`src/rtl/mult_pkg.sv`:
```
// -----------------------------------------------------------------------------
// mult_pkg
// Definitions shared by the shift-add multiplier and the blocks around it.
//   - state_t           : one-hot accumulator states (S_collect / S_hold)
//   - DP_WIDTH_DEFAULT  : default multiplier operand width
//   - acc_width_min()   : smallest accumulator width that cannot wrap when
//                         summing 'len' products of 'dp_w'-bit operands
// -----------------------------------------------------------------------------
package mult_pkg;

  typedef enum logic [1:0] {
    S_collect = 2'b01,
    S_hold    = 2'b10
  } state_t;

  localparam int DP_WIDTH_DEFAULT = 5;

  function automatic int acc_width_min(input int dp_w, input int len);
    return 2 * dp_w + $clog2(len);
  endfunction

endpackage

```
`src/rtl/ready_rise_detect.sv`:
```
// -----------------------------------------------------------------------------
// ready_rise_detect
// Registered rising-edge detector on the multiplier Ready line. The history
// register resets to 1 so that a Ready line that is already high out of reset
// (an idle multiplier) does not look like a completed multiplication.
// Ports:
//   clock     in   rising-edge clock
//   reset     in   synchronous active-high reset
//   mul_ready in   multiplier Ready
//   evt       out  one-cycle pulse in the cycle Ready goes 0 -> 1
// -----------------------------------------------------------------------------
module ready_rise_detect (
  input  logic clock,
  input  logic reset,
  input  logic mul_ready,
  output logic evt
);

  logic r_rdy_d;

  always_ff @(posedge clock) begin
    if (reset) begin
      r_rdy_d <= 1'b1;
    end else begin
      r_rdy_d <= mul_ready;
    end
  end

  assign evt = mul_ready & ~r_rdy_d;

endmodule

```
`src/rtl/product_accumulator.sv`:
```
// -----------------------------------------------------------------------------
// product_accumulator
// Captures the multiplier Product on every Ready rise and sums acc_len
// consecutive products into a dot-product result, which is then held until
// the next stage acknowledges it. Products completing while a result is held
// are discarded and raise the sticky 'dropped' flag.
//
// Output handshake: out_valid is high while a result is held in acc_out. The
// result is consumed at a rising edge where out_ack is high; from that edge
// out_valid and acc_out are 0. out_ack while out_valid is low is ignored.
//
// Ports:
//   clock, reset  in   clock and synchronous active-high reset
//   mul_ready     in   multiplier Ready (high while idle)
//   mul_product   in   multiplier Product, sampled in the event cycle
//   clear         in   abort the current accumulation (beats ack/event)
//   out_ack       in   downstream accepts the held result
//   acc_out       out  running sum; final sum while out_valid is high
//   out_valid     out  result held
//   acc_count     out  products accumulated so far
//   dropped       out  sticky: a product arrived during hold
//   dbg_state     out  current FSM state encoding
// -----------------------------------------------------------------------------
module product_accumulator
  import mult_pkg::*;
#(
  parameter int dp_width  = DP_WIDTH_DEFAULT,
  parameter int acc_len   = 4,
  parameter int cnt_width = 3,
  parameter int acc_width = 13
) (
  input  logic                  clock,
  input  logic                  reset,
  input  logic                  mul_ready,
  input  logic [2*dp_width-1:0] mul_product,
  input  logic                  clear,
  input  logic                  out_ack,
  output logic [acc_width-1:0]  acc_out,
  output logic                  out_valid,
  output logic [cnt_width-1:0]  acc_count,
  output logic                  dropped,
  output logic [1:0]            dbg_state
);

  // Reject parameter sets that could wrap the sum or the counter compare.
  if (acc_width < acc_width_min(dp_width, acc_len)) begin : g_bad_acc_width
    $error("product_accumulator: acc_width too small for dp_width/acc_len");
  end
  if (acc_len < 1 || acc_len > (1 << cnt_width)) begin : g_bad_acc_len
    $error("product_accumulator: acc_len outside 1..2**cnt_width");
  end

  localparam logic [cnt_width-1:0] LAST_CNT = cnt_width'(acc_len - 1);

  logic                 w_evt;
  state_t               r_state;
  state_t               w_state_next;
  logic [acc_width-1:0] r_acc;
  logic [acc_width-1:0] w_acc_next;
  logic [cnt_width-1:0] r_cnt;
  logic [cnt_width-1:0] w_cnt_next;
  logic                 r_dropped;
  logic                 w_dropped_next;

  ready_rise_detect u_ready_rise_detect (
    .clock     (clock),
    .reset     (reset),
    .mul_ready (mul_ready),
    .evt       (w_evt)
  );

  always_ff @(posedge clock) begin
    if (reset) begin
      r_state <= S_collect;
    end else begin
      r_state <= w_state_next;
    end
  end

  always_ff @(posedge clock) begin
    if (reset) begin
      r_acc     <= '0;
      r_cnt     <= '0;
      r_dropped <= 1'b0;
    end else begin
      r_acc     <= w_acc_next;
      r_cnt     <= w_cnt_next;
      r_dropped <= w_dropped_next;
    end
  end

  always_comb begin
    w_state_next   = r_state;
    w_acc_next     = r_acc;
    w_cnt_next     = r_cnt;
    w_dropped_next = r_dropped;

    if (clear) begin
      // A product completing in the clear cycle is discarded silently.
      w_state_next   = S_collect;
      w_acc_next     = '0;
      w_cnt_next     = '0;
      w_dropped_next = 1'b0;
    end else begin
      unique case (r_state)
        S_collect: begin
          if (w_evt) begin
            w_acc_next = r_acc + acc_width'(mul_product);
            w_cnt_next = r_cnt + cnt_width'(1);
            if (r_cnt == LAST_CNT) begin
              w_state_next = S_hold;
            end
          end
        end
        S_hold: begin
          // Result is frozen; any product now has nowhere to go.
          if (w_evt) begin
            w_dropped_next = 1'b1;
          end
          if (out_ack) begin
            w_state_next = S_collect;
            w_acc_next   = '0;
            w_cnt_next   = '0;
          end
        end
        default: begin
          w_state_next = S_collect;
          w_acc_next   = '0;
          w_cnt_next   = '0;
        end
      endcase
    end
  end

  assign acc_out   = r_acc;
  assign acc_count = r_cnt;
  assign dropped   = r_dropped;
  assign out_valid = (r_state == S_hold);
  assign dbg_state = r_state;

endmodule

```
`config.mk`:
```
export PLATFORM = sky130hd
export DESIGN_NAME = product_accumulator
export DESIGN_NICKNAME = d
export VERILOG_FILES = /design/src/rtl/mult_pkg.sv /design/src/rtl/ready_rise_detect.sv /design/src/rtl/product_accumulator.sv
export SDC_FILE = /design/constraint.sdc
export NUM_CORES = 1
export LEC_CHECK = 0
export BUFFER_PORTS_ARGS = -buffer_cell sky130_fd_sc_hd__buf_2
export CORE_ASPECT_RATIO = 1.5
export CORE_MARGIN = 3
export CORE_UTILIZATION = 54
export DETAILED_ROUTE_END_ITERATION = 16
export PLACE_DENSITY_LB_ADDON = 0.2
export SLEW_MARGIN = 20
export SYNTH_ARGS = -nofsm -noshare
export SYNTH_HDL_FRONTEND = slang
export SYNTH_HIERARCHICAL = 1
export SYNTH_SLANG_ARGS = --single-unit
```
`constraint.sdc`:
```
create_clock -name clock -period 5.85 [get_ports clock]
set_input_delay 0 -clock clock [delete_from_list [all_inputs] [get_ports clock]]
set_output_delay 0 -clock clock [all_outputs]
set_load 0.02 [all_outputs]
```
==> results.sh <==
export IMPL_status="completed"
export IMPL_wirelength_um=2650
export IMPL_hp_start="mul_product[0]"
export IMPL_final_core_util_pct=70.5
export IMPL_vias_per_cell=5.79
export IMPL_async_flop_share_pct=0
export IMPL_grt_pass1_vias=1086
export IMPL_start_util_pct=57.7
export IMPL_numPortBuffers=34
export IMPL_cts_clk_slew_worst_paths_ns=0.13
export IMPL_crit_path_cell_trace="ha_1 -> inv_1 -> fa_1 -> nor2b_4 -> o31a_1 -> o211a_1 -> or3_1 -> a32o_1"
export IMPL_period_needed_ns=2.12
export IMPL_wl_per_cell_um=13.3
export IMPL_tightestPinTransition_ns=0.656
export IMPL_synth_warnings=6
export IMPL_dr_pass1_iters=4
export IMPL_most_common_layout_cells="buf_2, dfxtp_1, nor2_1"
export IMPL_hold_path_class="input port to flip-flop"
export IMPL_antenna_left=0
export IMPL_cts_max_level=1
export IMPL_hold_depth=4
export IMPL_r2r_slack_ns=3.73
export IMPL_period_share_pct=36.2
export IMPL_setup_violations=0
export IMPL_path_class="flip-flop to flip-flop"
export IMPL_die_height_um=63.7
export IMPL_worst_path_largest_cell_delay_ns=0.34
export IMPL_ios=35
export IMPL_synth_distinct_cells=37
export IMPL_hold_violations=0
export IMPL_syn_instance_count=138
export IMPL_sw_frac_of_total_pct=23.4
export IMPL_r2r_end="acc_out[8]"
export IMPL_hpwl_um=2050
export IMPL_synth_xor_area_share_pct=3.65
export IMPL_final_setup_tns_ns=0
export IMPL_synth_edff_count=0
export IMPL_critPathBufInv=1
export IMPL_drt_iter0_drc=35
export IMPL_cts_resized=0
export IMPL_core_um2=2080
export IMPL_pre_cts_slack_ns=3.77
export IMPL_drv_slew=0
export IMPL_timing_fmax_ghz=0.472
export IMPL_internal_power_mw=0.223
export IMPL_pwr_share_clk_pct=40.2
export IMPL_synth_top_family_by_area="compound AO/OA/AOI/OAI gates"
export IMPL_dieWidth_um=44.5
export IMPL_cts_made_buffers=3
export IMPL_peakVddDrop_v=0.000131
export IMPL_power_density_nw_per_um2=199
export IMPL_cts_root_buf="clkbuf_4"
export IMPL_critical_path_top_delay_family="compound AO/OA/AOI/OAI gates"
export IMPL_cp_slowest_cell="dfxtp_1"
export IMPL_areaGrowthSynthToFinish_pct=22.2
export IMPL_post_cts_buffers=0
export IMPL_grt_total_usage_pct=19.6
export IMPL_core_rowCount=20
export IMPL_final_common_cell="buf_2"
export IMPL_synth_compound_area_share_pct=25.9
export IMPL_place_congestion=0.835
export IMPL_vias=1152
export IMPL_cp_max_fo=4
export IMPL_clock_skew_ns=0.00866
export IMPL_synth_adder_area_share_pct=14.2
export IMPL_r2r_start="acc_out[0]"
export IMPL_rsz0062_at_grt="no"
export IMPL_drc_errors=0
export IMPL_worstRegToRegCells=8
export IMPL_antenna_found_initial=0
export IMPL_hold_end="acc_out[0]"
export IMPL_die_area_um2=2830
export IMPL_max_cap_violations=0
export IMPL_synth_area_mux_share_pct=2.51
export IMPL_fin_nets=206
export IMPL_p_leak_nw=0.692
export IMPL_pwr_share_seq_pct=47.6
export IMPL_antennaDiodeCount=0
export IMPL_synth_simple_area_share_pct=17.8
export IMPL_startpoint_type="flip-flop"
export IMPL_synth_avg_cell_area_um2=8.69
export IMPL_yosysSeqAreaShare_pct=33.4
export IMPL_power_mw=0.291
export IMPL_synthTopCellsByArea="dfxtp_1, ha_1, a21oi_1, nor2_1, a22o_1"
export IMPL_max_slew_margin_pct=56.0
export IMPL_clockBufferDepth=2
export IMPL_clk_latency_ns=0.32
export IMPL_cts_sinks=20
export IMPL_netlist_area_um2=1200
export IMPL_synth_fp_nets=166
export IMPL_grt_max_degree=13
export IMPL_netlist_area_leader_share_pct=33.4
export IMPL_ys_seq_elements=20
export IMPL_grt_pass1_wl_um=4350
export IMPL_p_comb_share_pct=12.1
export IMPL_synth_top_area_cell="dfxtp_1"
export IMPL_crit_arrival_ns=2.35
export IMPL_netSwitchingPower_mw=0.0681
export IMPL_cp_required_ns=6.08
export IMPL_crit_path_end_kind="flip-flop"
export IMPL_fin_ws_ns=3.73
export IMPL_ys_flop_type="dfxtp_1"
export IMPL_drive_gt1_share_pct=23.2
export IMPL_cts_tree="done"
export IMPL_grt_overflow=0
[repair_timing]
action / CTS / global route
setup endpoints to repair: 0 / 0
endpoints found under the hold margin: 1 / 0
hold buffers: 2 / 0
[final cells by class]
| class | count | area, um2 |
|---|---|---|
| fill | 173 | 612 |
| multi-input combinational | 110 | 768 |
| clock inverter | 1 | 30.0 |
| sequential | 20 | 400 |
| tap | 22 | 27.5 |
| timing repair buffer | 36 | 190 |
| inverter | 7 | 26.3 |
| clock buffer | 3 | 22.5 |
[cell usage after synthesis (all sizes together) (3+ instances only)]
master and n:
inv 7, ha 12, mux2i 3, a211oi 3, nor2 16, a22o 4, dfxtp 20, nor2b 4
nand2b 4, xnor2 4, or2 3, o21ai 7, o21a 3, a21oi 14, nand2 9
[layer usage]
layer	routed length (um)	vias up	global-route usage [%]	part of all wire (%)
li1	-	579	-	-
met1	1030	541	19.6	39
met2	1450	27	36.0	55
met3	121	5	3.14	4.6
met4	48	0	10.6	1.8
met5	0	-	0	0
[worst register-to-register path: cells and delay by family, from the launching register on]
kind,cells,cell delay (ns)
adder cells (fa/ha/maj),2,0.48
buffers and inverters,1,0.07
AND/OR/NAND/NOR,2,0.36
flip-flops,1,0.34
AO/OA/AOI/OAI,3,0.79
[power by group through the flow]
stage / Sequential [mW] / Clock, mW / Combinational (mW)
2_1_floorplan: 0.143 / 0 / 0.0220
3_3_place_gp: 0.142 / 0 / 0.0332
3_5_place_dp: 0.142 / 0 / 0.0341
4_1_cts: 0.139 / 0.118 / 0.0352
5_1_grt: 0.139 / 0.124 / 0.0394
6_report: 0.139 / 0.117 / 0.0354
[worst max path at each step]
| stage | start | endpoint | depth (start not counted) |
|---|---|---|---|
| 3_5_place_dp | acc_out[0] | acc_out[8] | 8 |
| 3_3_place_gp | acc_out[0] | acc_out[8] | 8 |
| 2_1_floorplan | acc_out[0] | acc_out[8] | 8 |
| 6_report | acc_out[0] | acc_out[8] | 8 |
| 4_1_cts | acc_out[0] | acc_out[8] | 8 |
| 5_1_grt | acc_out[0] | acc_out[8] | 8 |
[state kept, by name, indices dropped and copies added, names as in the netlist]
register and cells:
dbg_state 2, acc_out 13, dropped 1, acc_count 3, u_ready_rise_detect/r_rdy_d 1
[logic make-up (layout without fill, tap and decap cells)]
family,after synthesis,count (layout)
AO/OA/AOI/OAI,46,46
XOR/XNOR,5,5
adder cells (fa/ha/maj),13,13
buffers and inverters,8,47
flip-flops,20,20
multiplexers,3,3
AND/OR/NAND/NOR,43,43
[per-stage QoR]
stage	area [um2]	hold WS (ns)	instances
after floorplan	1200	0.0971	138
after global placement	1390	0.190	193
after detailed placement	1390	0.194	193
after CTS	1470	0.0404	199
after global routing	1470	0.0629	199
final	1470	0.0506	199
(Power assumes the default switching activity.)
